**config.mk**
```make
export PLATFORM = sky130hd
export DESIGN_NAME = alu_cmd_sequencer
export DESIGN_NICKNAME = d
export VERILOG_FILES = /design/src/rtl/alu_cmd_sequencer.sv
export SDC_FILE = /design/constraint.sdc
export NUM_CORES = 1
export LEC_CHECK = 0
export CORE_AREA = 8 8 82 156
export CTS_CLUSTER_SIZE = 28
export DETAILED_ROUTE_END_ITERATION = 8
export DIE_AREA = 0 0 90 164
export PLACE_DENSITY = 0.67
export SYNTH_ARGS = -nofsm -noshare
export SYNTH_HDL_FRONTEND = slang
export SYNTH_SLANG_ARGS = --single-unit
```
**constraint.sdc**
```tcl
create_clock -name Clk -period 2.8 [get_ports Clk]
set_input_delay 0.42 -clock Clk [delete_from_list [all_inputs] [get_ports Clk]]
set_output_delay 0.42 -clock Clk [all_outputs]
set_load 0.03 [all_outputs]
```
**src/rtl/alu_cmd_sequencer.sv**
```systemverilog
// Queues ALU commands in a DEPTH-entry FIFO, issues them one at a time to an external combinational ALU
// and holds each registered result (with divide-by-zero flag) until downstream accepts it.
module alu_cmd_sequencer #(
  parameter int DEPTH = 4
) (
  input  logic       Clk,
  input  logic       Rst,
  input  logic       Cmd_Valid,
  output logic       Cmd_Ready,
  input  logic [3:0] Cmd_Op,
  input  logic [7:0] Cmd_In1,
  input  logic [7:0] Cmd_In2,
  output logic [3:0] Alu_Op,
  output logic [7:0] Alu_In1,
  output logic [7:0] Alu_In2,
  input  logic [7:0] Alu_Out,
  output logic       Res_Valid,
  input  logic       Res_Ready,
  output logic [7:0] Res_Data,
  output logic [3:0] Res_Op,
  output logic       Res_Err
);

  localparam int PW = $clog2(DEPTH);
  localparam int CW = PW + 1;

  typedef enum logic [1:0] {IDLE, EXEC, HOLD} state_t;

  typedef struct packed {
    logic [3:0] op;
    logic [7:0] in1;
    logic [7:0] in2;
  } cmd_t;

  state_t        state, state_nxt;
  cmd_t          mem [DEPTH];
  cmd_t          head;
  logic [PW-1:0] wr_ptr, rd_ptr;
  logic [CW-1:0] count;
  logic          push, pop, capture, release_res, div_zero;

  assign Cmd_Ready = (count < CW'(DEPTH));
  assign push      = Cmd_Valid && Cmd_Ready;
  assign head      = mem[rd_ptr];
  assign div_zero  = (Alu_Op == 4'b0100) && (Alu_In2 == 8'h00);

  always_ff @(posedge Clk) begin
    if (Rst) state <= IDLE;
    else     state <= state_nxt;
  end

  // Pop decisions use the registered count, so a command pushed this edge is issued next edge at the earliest.
  always_comb begin
    state_nxt   = state;
    pop         = 1'b0;
    capture     = 1'b0;
    release_res = 1'b0;
    case (state)
      IDLE: begin
        if (count != '0) begin
          pop       = 1'b1;
          state_nxt = EXEC;
        end
      end
      EXEC: begin
        capture   = 1'b1;
        state_nxt = HOLD;
      end
      HOLD: begin
        if (Res_Ready) begin
          release_res = 1'b1;
          if (count != '0) begin
            pop       = 1'b1;
            state_nxt = EXEC;
          end else begin
            state_nxt = IDLE;
          end
        end
      end
      default: state_nxt = IDLE;
    endcase
  end

  always_ff @(posedge Clk) begin
    if (push) mem[wr_ptr] <= {Cmd_Op, Cmd_In1, Cmd_In2};
  end

  always_ff @(posedge Clk) begin
    if (Rst) begin
      wr_ptr <= '0;
      rd_ptr <= '0;
      count  <= '0;
    end else begin
      if (push) wr_ptr <= wr_ptr + 1'b1;
      if (pop)  rd_ptr <= rd_ptr + 1'b1;
      case ({push, pop})
        2'b10:   count <= count + 1'b1;
        2'b01:   count <= count - 1'b1;
        default: count <= count;
      endcase
    end
  end

  always_ff @(posedge Clk) begin
    if (Rst) begin
      Alu_Op    <= '0;
      Alu_In1   <= '0;
      Alu_In2   <= '0;
      Res_Valid <= 1'b0;
      Res_Data  <= '0;
      Res_Op    <= '0;
      Res_Err   <= 1'b0;
    end else begin
      if (pop) begin
        Alu_Op  <= head.op;
        Alu_In1 <= head.in1;
        Alu_In2 <= head.in2;
      end
      if (capture) begin
        Res_Valid <= 1'b1;
        Res_Op    <= Alu_Op;
        Res_Data  <= div_zero ? 8'hFF : Alu_Out;
        Res_Err   <= div_zero;
      end else if (release_res) begin
        Res_Valid <= 1'b0;
      end
    end
  end

endmodule
```
Word level (Yosys, flattened, before mapping)
Memories as Yosys holds them, arrays and structs flattened. A register that Yosys moved wholly into a read port is not among the register bits.
Cells that the tools add are included.
- bits in registers: 23
- memory bits (writable): 80
- input port bits: 32
- output and inout bits: 35
- logic and storage cells: 45
- memories: 1
- $add $sub $neg: 4
- $lt $le $gt $ge: 1
- equality and inequality tests: 7
- muxes and demuxes: 16
- reduce and logical (&&, ||, !) cells: 8
- memory list (name ; depth ; bits a word ; read ports ; clocked after Yosys merged registers in ; write ports ; line ; text):
    mem ; 4 ; 20 ; 1 ; 1 ; 1 ; 36 ; cmd_t mem [DEPTH];
- operators by type and width (cell ; number):
    1-bit 2-to-1 mux ; 10
    8-bit zero test ; 1
    8-bit 2-to-1 mux ; 1
    2-bit case mux with 3 select lines ; 1
    3-bit case mux with 2 select lines ; 1
    2-bit by 1-bit adder with 2-bit output, second input constant ; 2
    2-bit by 1-bit == test with 1-bit output, second input constant ; 2
    2-bit == test, second input constant ; 2
    4-bit by 3-bit == test with 1-bit output, second input constant ; 1
    2-bit 2-to-1 mux ; 2
    2-bit != test, second input constant ; 2
    2-bit nonzero test ; 2
    3-bit by 1-bit adder with 3-bit output, second input constant ; 1
    3-bit less-than comparator, second input constant ; 1
    3-bit nonzero test ; 1
    3-bit by 1-bit subtractor with 3-bit output, second input constant ; 1
    1-bit logical AND ; 2
    2-bit zero test ; 1
    1-bit case mux with 2 select lines ; 1
    2-bit AND reduction ; 1

Logic depth before layout (Yosys ltp)
- word-level depth: 6
- depth in mapped cells: 9
- depth with buffers taken out: 8

Worst setup path after synthesis
Ideal clock, no wire load.
- path kind: input to register
- start: in Res_Ready
- end: reg count[2]
- setup time: 0.071 ns
- arrival: 2.093 ns
- required time: 2.729 ns
- slack: 0.636 ns
- stages: 9
- path buffers: 1
- cells stage by stage: nor2b_1 nor3_1 buf_2 ha_1 inv_1 fa_1 xor2_1 or3_1 a21oi_1
- cells in the longest elaborated chain, start to end: 4
- elaborated cells between the ends (all ways): 6
- classes of those cells: 2 x eq/ne; 3 x mux; 1 x reduce/logical
- ends and longest elaborated chain (what ; line ; text):
    start: declaration ; 18 ; input logic Res_Ready,
    1-bit 2-to-1 mux * ; 70 ; if (Res_Ready) begin
    1-bit case mux with 2 select lines * ; 58 ; case (state)
    named net pop ; 40 ; logic push, pop, capture, release_res, div_zero;
    2-bit by 1-bit == test with 1-bit output or 2-bit == test (tied branches) ; 96 ; case ({push, pop})
    3-bit case mux with 2 select lines or 2-bit nonzero test (tied branches) ; n/a ;
    end signal: assignment ; 97 ; 2'b10: count <= count + 1'b1;
    end signal: assignment ; 98 ; 2'b01: count <= count - 1'b1;
    end signal: assignment ; 99 ; default: count <= count;
    end: declaration ; 39 ; logic [CW-1:0] count;
The timed path passes the listed nets; every way through them passes the cells marked *.
A chain may end at the register's enable or synchronous reset.

Worst setup path in the final report
- start: in Res_Ready
- end: reg count[2]
- cells in the longest elaborated chain, start to end: 4
- elaborated cells between the ends (all ways): 6
- classes of those cells: 2 x eq/ne; 3 x mux; 1 x reduce/logical
- ends and longest elaborated chain (what ; line):
    1-bit 2-to-1 mux * ; 70
    1-bit case mux with 2 select lines * ; 58
    2-bit by 1-bit == test with 1-bit output or 2-bit == test (tied branches) ; 96
    3-bit case mux with 2 select lines or 2-bit nonzero test (tied branches) ; n/a
Every way passes the cells marked *; elsewhere a longest branch is shown, timed or not.

==> impl_results.md <==
- Outcome: finished, final reports clean
- Share of the yosys chip area belonging to registers: between 60% and 70%
- Share of the synthesized area in the top cell type: 50.9%
- Area of the multi-input gates: 1310 um^2
- Layout area overhead: 30.0%
- Synth top area cells: edfxtp_1, dfxtp_1, mux4_2
- Post-synthesis mux area share: about a tenth
- Vias per cell: approximately 5
- Mapped Area: roughly 4700 um^2
- Syn nets: 330
- Hpwl dp: 6560 um
- CP arrival: roughly 2500 ps
- CP startpoint kind: input pin
- CTS buffer count: 17
- Worst Path Required: approximately 3100 ps
- Final Skew: approximately 9 ps
- Worst-Margin Slew: 547 ps
- Syn Inst Count: a little under 300
- Ant diodes: 0
- PD cells: ~1100 nW/um^2
- Library cells used by synthesis: 38
- Crit-path max FO: 6
- CTS Hold Bufs: 0
- F_max: 468 MHz
- Die X: 90 um
- RSZ-0062 raised after global routing: false
- Setup bufs post-CTS: 0
- Simple-Gate Fraction of Synth Area: 8.28%
- Synth Flop Type: edfxtp_1
- Max-cap violations: 0
- Endpoints failing setup: 0
- Port bufs: 66
- Post-Synth Adder-Cell Area: under 10%
- Root Buffer: clkbuf_16
- Share of cells above drive strength 1: 16.8%
- Clock Tree Buf Depth: 2
- DRT iter0 DRCs: about 180
- WS Path Type: input pin to flop
- # fillers: 880
- Die area: around 15000 um^2
- Synth Area in Compound Gates: under 10%
- Post-synth EDFFs: 80
- Minimum clock period: 2140 ps
- WL final: 9660 um
- Largest net degree at the start of global routing: 27
- Synth Warn #: 0
- Row cnt: 54
- Layout net count: a little over 400
- Cell with the most instances after synthesis: edfxtp_1
- Share of synthesized registers carrying an async set or reset: 0%
- Avg Synthesized Cell Area: approximately 16 um^2
- CTS tree: yes
- Top cells by count, synth: edfxtp_1, dfxtp_1, nand2b_1
- GR Overflow Total: 0
- Largest family of logic cells by synthesized area: multiplexers
- RD Place Congestion: approximately 0.70
- VDD IR-drop max: between 0.6 and 0.7 mV
- Core area: 10800 um^2
- Relative slew slack: a little under two thirds
- Post-Synth XOR/XNOR Area: 0.557%
- First-pass GRT wire length: between 15000 and 20000 um
- ANT nets after route: 0
- Initial core utilization: between 40% and 50%
- Clock sinks: 123
- Final Slew Violations: 0
- Clock latency on the worst-skew pair: 400 ps
- Pleak: 2.08 nW
- Vias post-DR: roughly 2600
- DRC: 0
- IO Pins: between 60 and 70
- Post-synthesis register bit count: between 100 and 150
- Setup tns final: 0 ps
- Initial antenna violation count: 0
- Post-CTS Resized: 0
- Largest area contributor in the netlist: edfxtp_1
- Worst-path clk slew: 50 ps
- Die Height: ~160 um
- Pre-antenna DRT Iters: 5
- Vias in the first global route: 2903
- Finished Layout Cells: ~530
- Gr usage total: around 14%
- DP Cell Count: just under 500
- H-tree depth: 4
- FF+latch area: approximately 3300 um^2
- Hold WC Path Type: flop to flop
- WL/cell: around 18 um
- Period utilization: ~76%
- Worst Setup End Kind: flop
- Hold Fails Final Rpt: 0
==> cell usage in the layout (no fill, tap or decap), types with 5 or more instances in the layout <==
master,instances
clkinv_2,5
buf_4,13
edfxtp_1,80
mux4_2,17
clkbuf_16,17
clkdlybuf4s50_1,66
a21oi_1,9
o2bb2ai_1,20
inv_1,15
a211oi_1,8
nand2b_1,22
dfxtp_1,43
nor2_1,14
nand2_1,10
ha_1,5
==> per-stage QoR <==
stage | instance area, um^2 | power [mW] | hold slack [ps] | utilization, % | setup WS [ps]
2_1_floorplan | 4720 | 3.95 | 494 | - | 636
3_3_place_gp | 5560 | 4.66 | 444 | 51.5 | 311
4_1_cts | 6130 | 6.81 | 460 | 56.7 | 667
5_1_grt | 6130 | 7.06 | 477 | 56.7 | 567
6_report | 6130 | 6.71 | 457 | 56.7 | 662
3_5_place_dp | 5560 | 4.71 | 452 | 51.5 | 260
==> flip-flops by register name (all words and copies together), names as in the netlist <==
register	flops
Res_Err	1
rd_ptr	2
state	2
Alu_In2	8
Res_Valid	1
Alu_In1	8
wr_ptr	2
Res_Op	4
count	3
Alu_Op	4
Res_Data	8
mem	80
==> path summary, 6_finish.rpt <==
kind	startpoint	endpoint	slack [ps]	depth (start not counted)
worst max register to register	state[1]$_SDFFE_PP0P_	count[2]$_SDFFE_PP0P_	740	8
worst min register to register	Res_Op[1]$_SDFFE_PP0P_	Res_Op[1]$_SDFFE_PP0P_	460	2
worst min-delay path	Res_Op[1]$_SDFFE_PP0P_	Res_Op[1]$_SDFFE_PP0P_	460	2
worst max-delay path	Res_Ready	count[2]$_SDFFE_PP0P_	660	9
==> layout make-up <==
cell class              instances  share of cell area, %
inverters                      15                  0.919
clock buffers                  21                   7.19
repair buffers                 79                   12.4
multi-input cells             138                   21.4
clock inverters                11                   2.06
well taps                     140                   2.86
flip-flops and latches        123                   53.2
==> routing by layer <==
layer | up-vias | wire (um) | track usage (%)
met3 | 2 | 314 | 4.71
met2 | 54 | 5540 | 26.1
met4 | 0 | 55 | 6.10
met5 | - | 0 | 0
li1 | 1267 | - | -
met1 | 1313 | 3750 | 13.7
==> power breakdown <==
part	total, mW	leakage, nW	switching [mW]	internal, mW
Combinational	2.08	0.712	1.15	0.925
Sequential	2.55	1.09	0.231	2.32
Clock	2.09	0.281	0.707	1.38
==> kinds of logic (layout without fill, tap and decap cells) <==
family | count (synthesis) | count (layout)
AND/OR/NAND/NOR | 66 | 66
flip-flops | 123 | 123
multiplexers | 22 | 22
AO/OA/AOI/OAI | 41 | 41
buffers and inverters | 31 | 126
XOR/XNOR | 3 | 3
adder cells (fa/ha/maj) | 6 | 6
==> critical path, cell delays in order <==
cell,delay [ps]
clkdlybuf4s50_1,480
nor2b_1,130
nor3_2,170
ha_1,220
inv_1,60
fa_1,380
xor2_1,170
or3_1,300
a21oi_1,150
No activity file was read; power rests on OpenSTA's default activity.
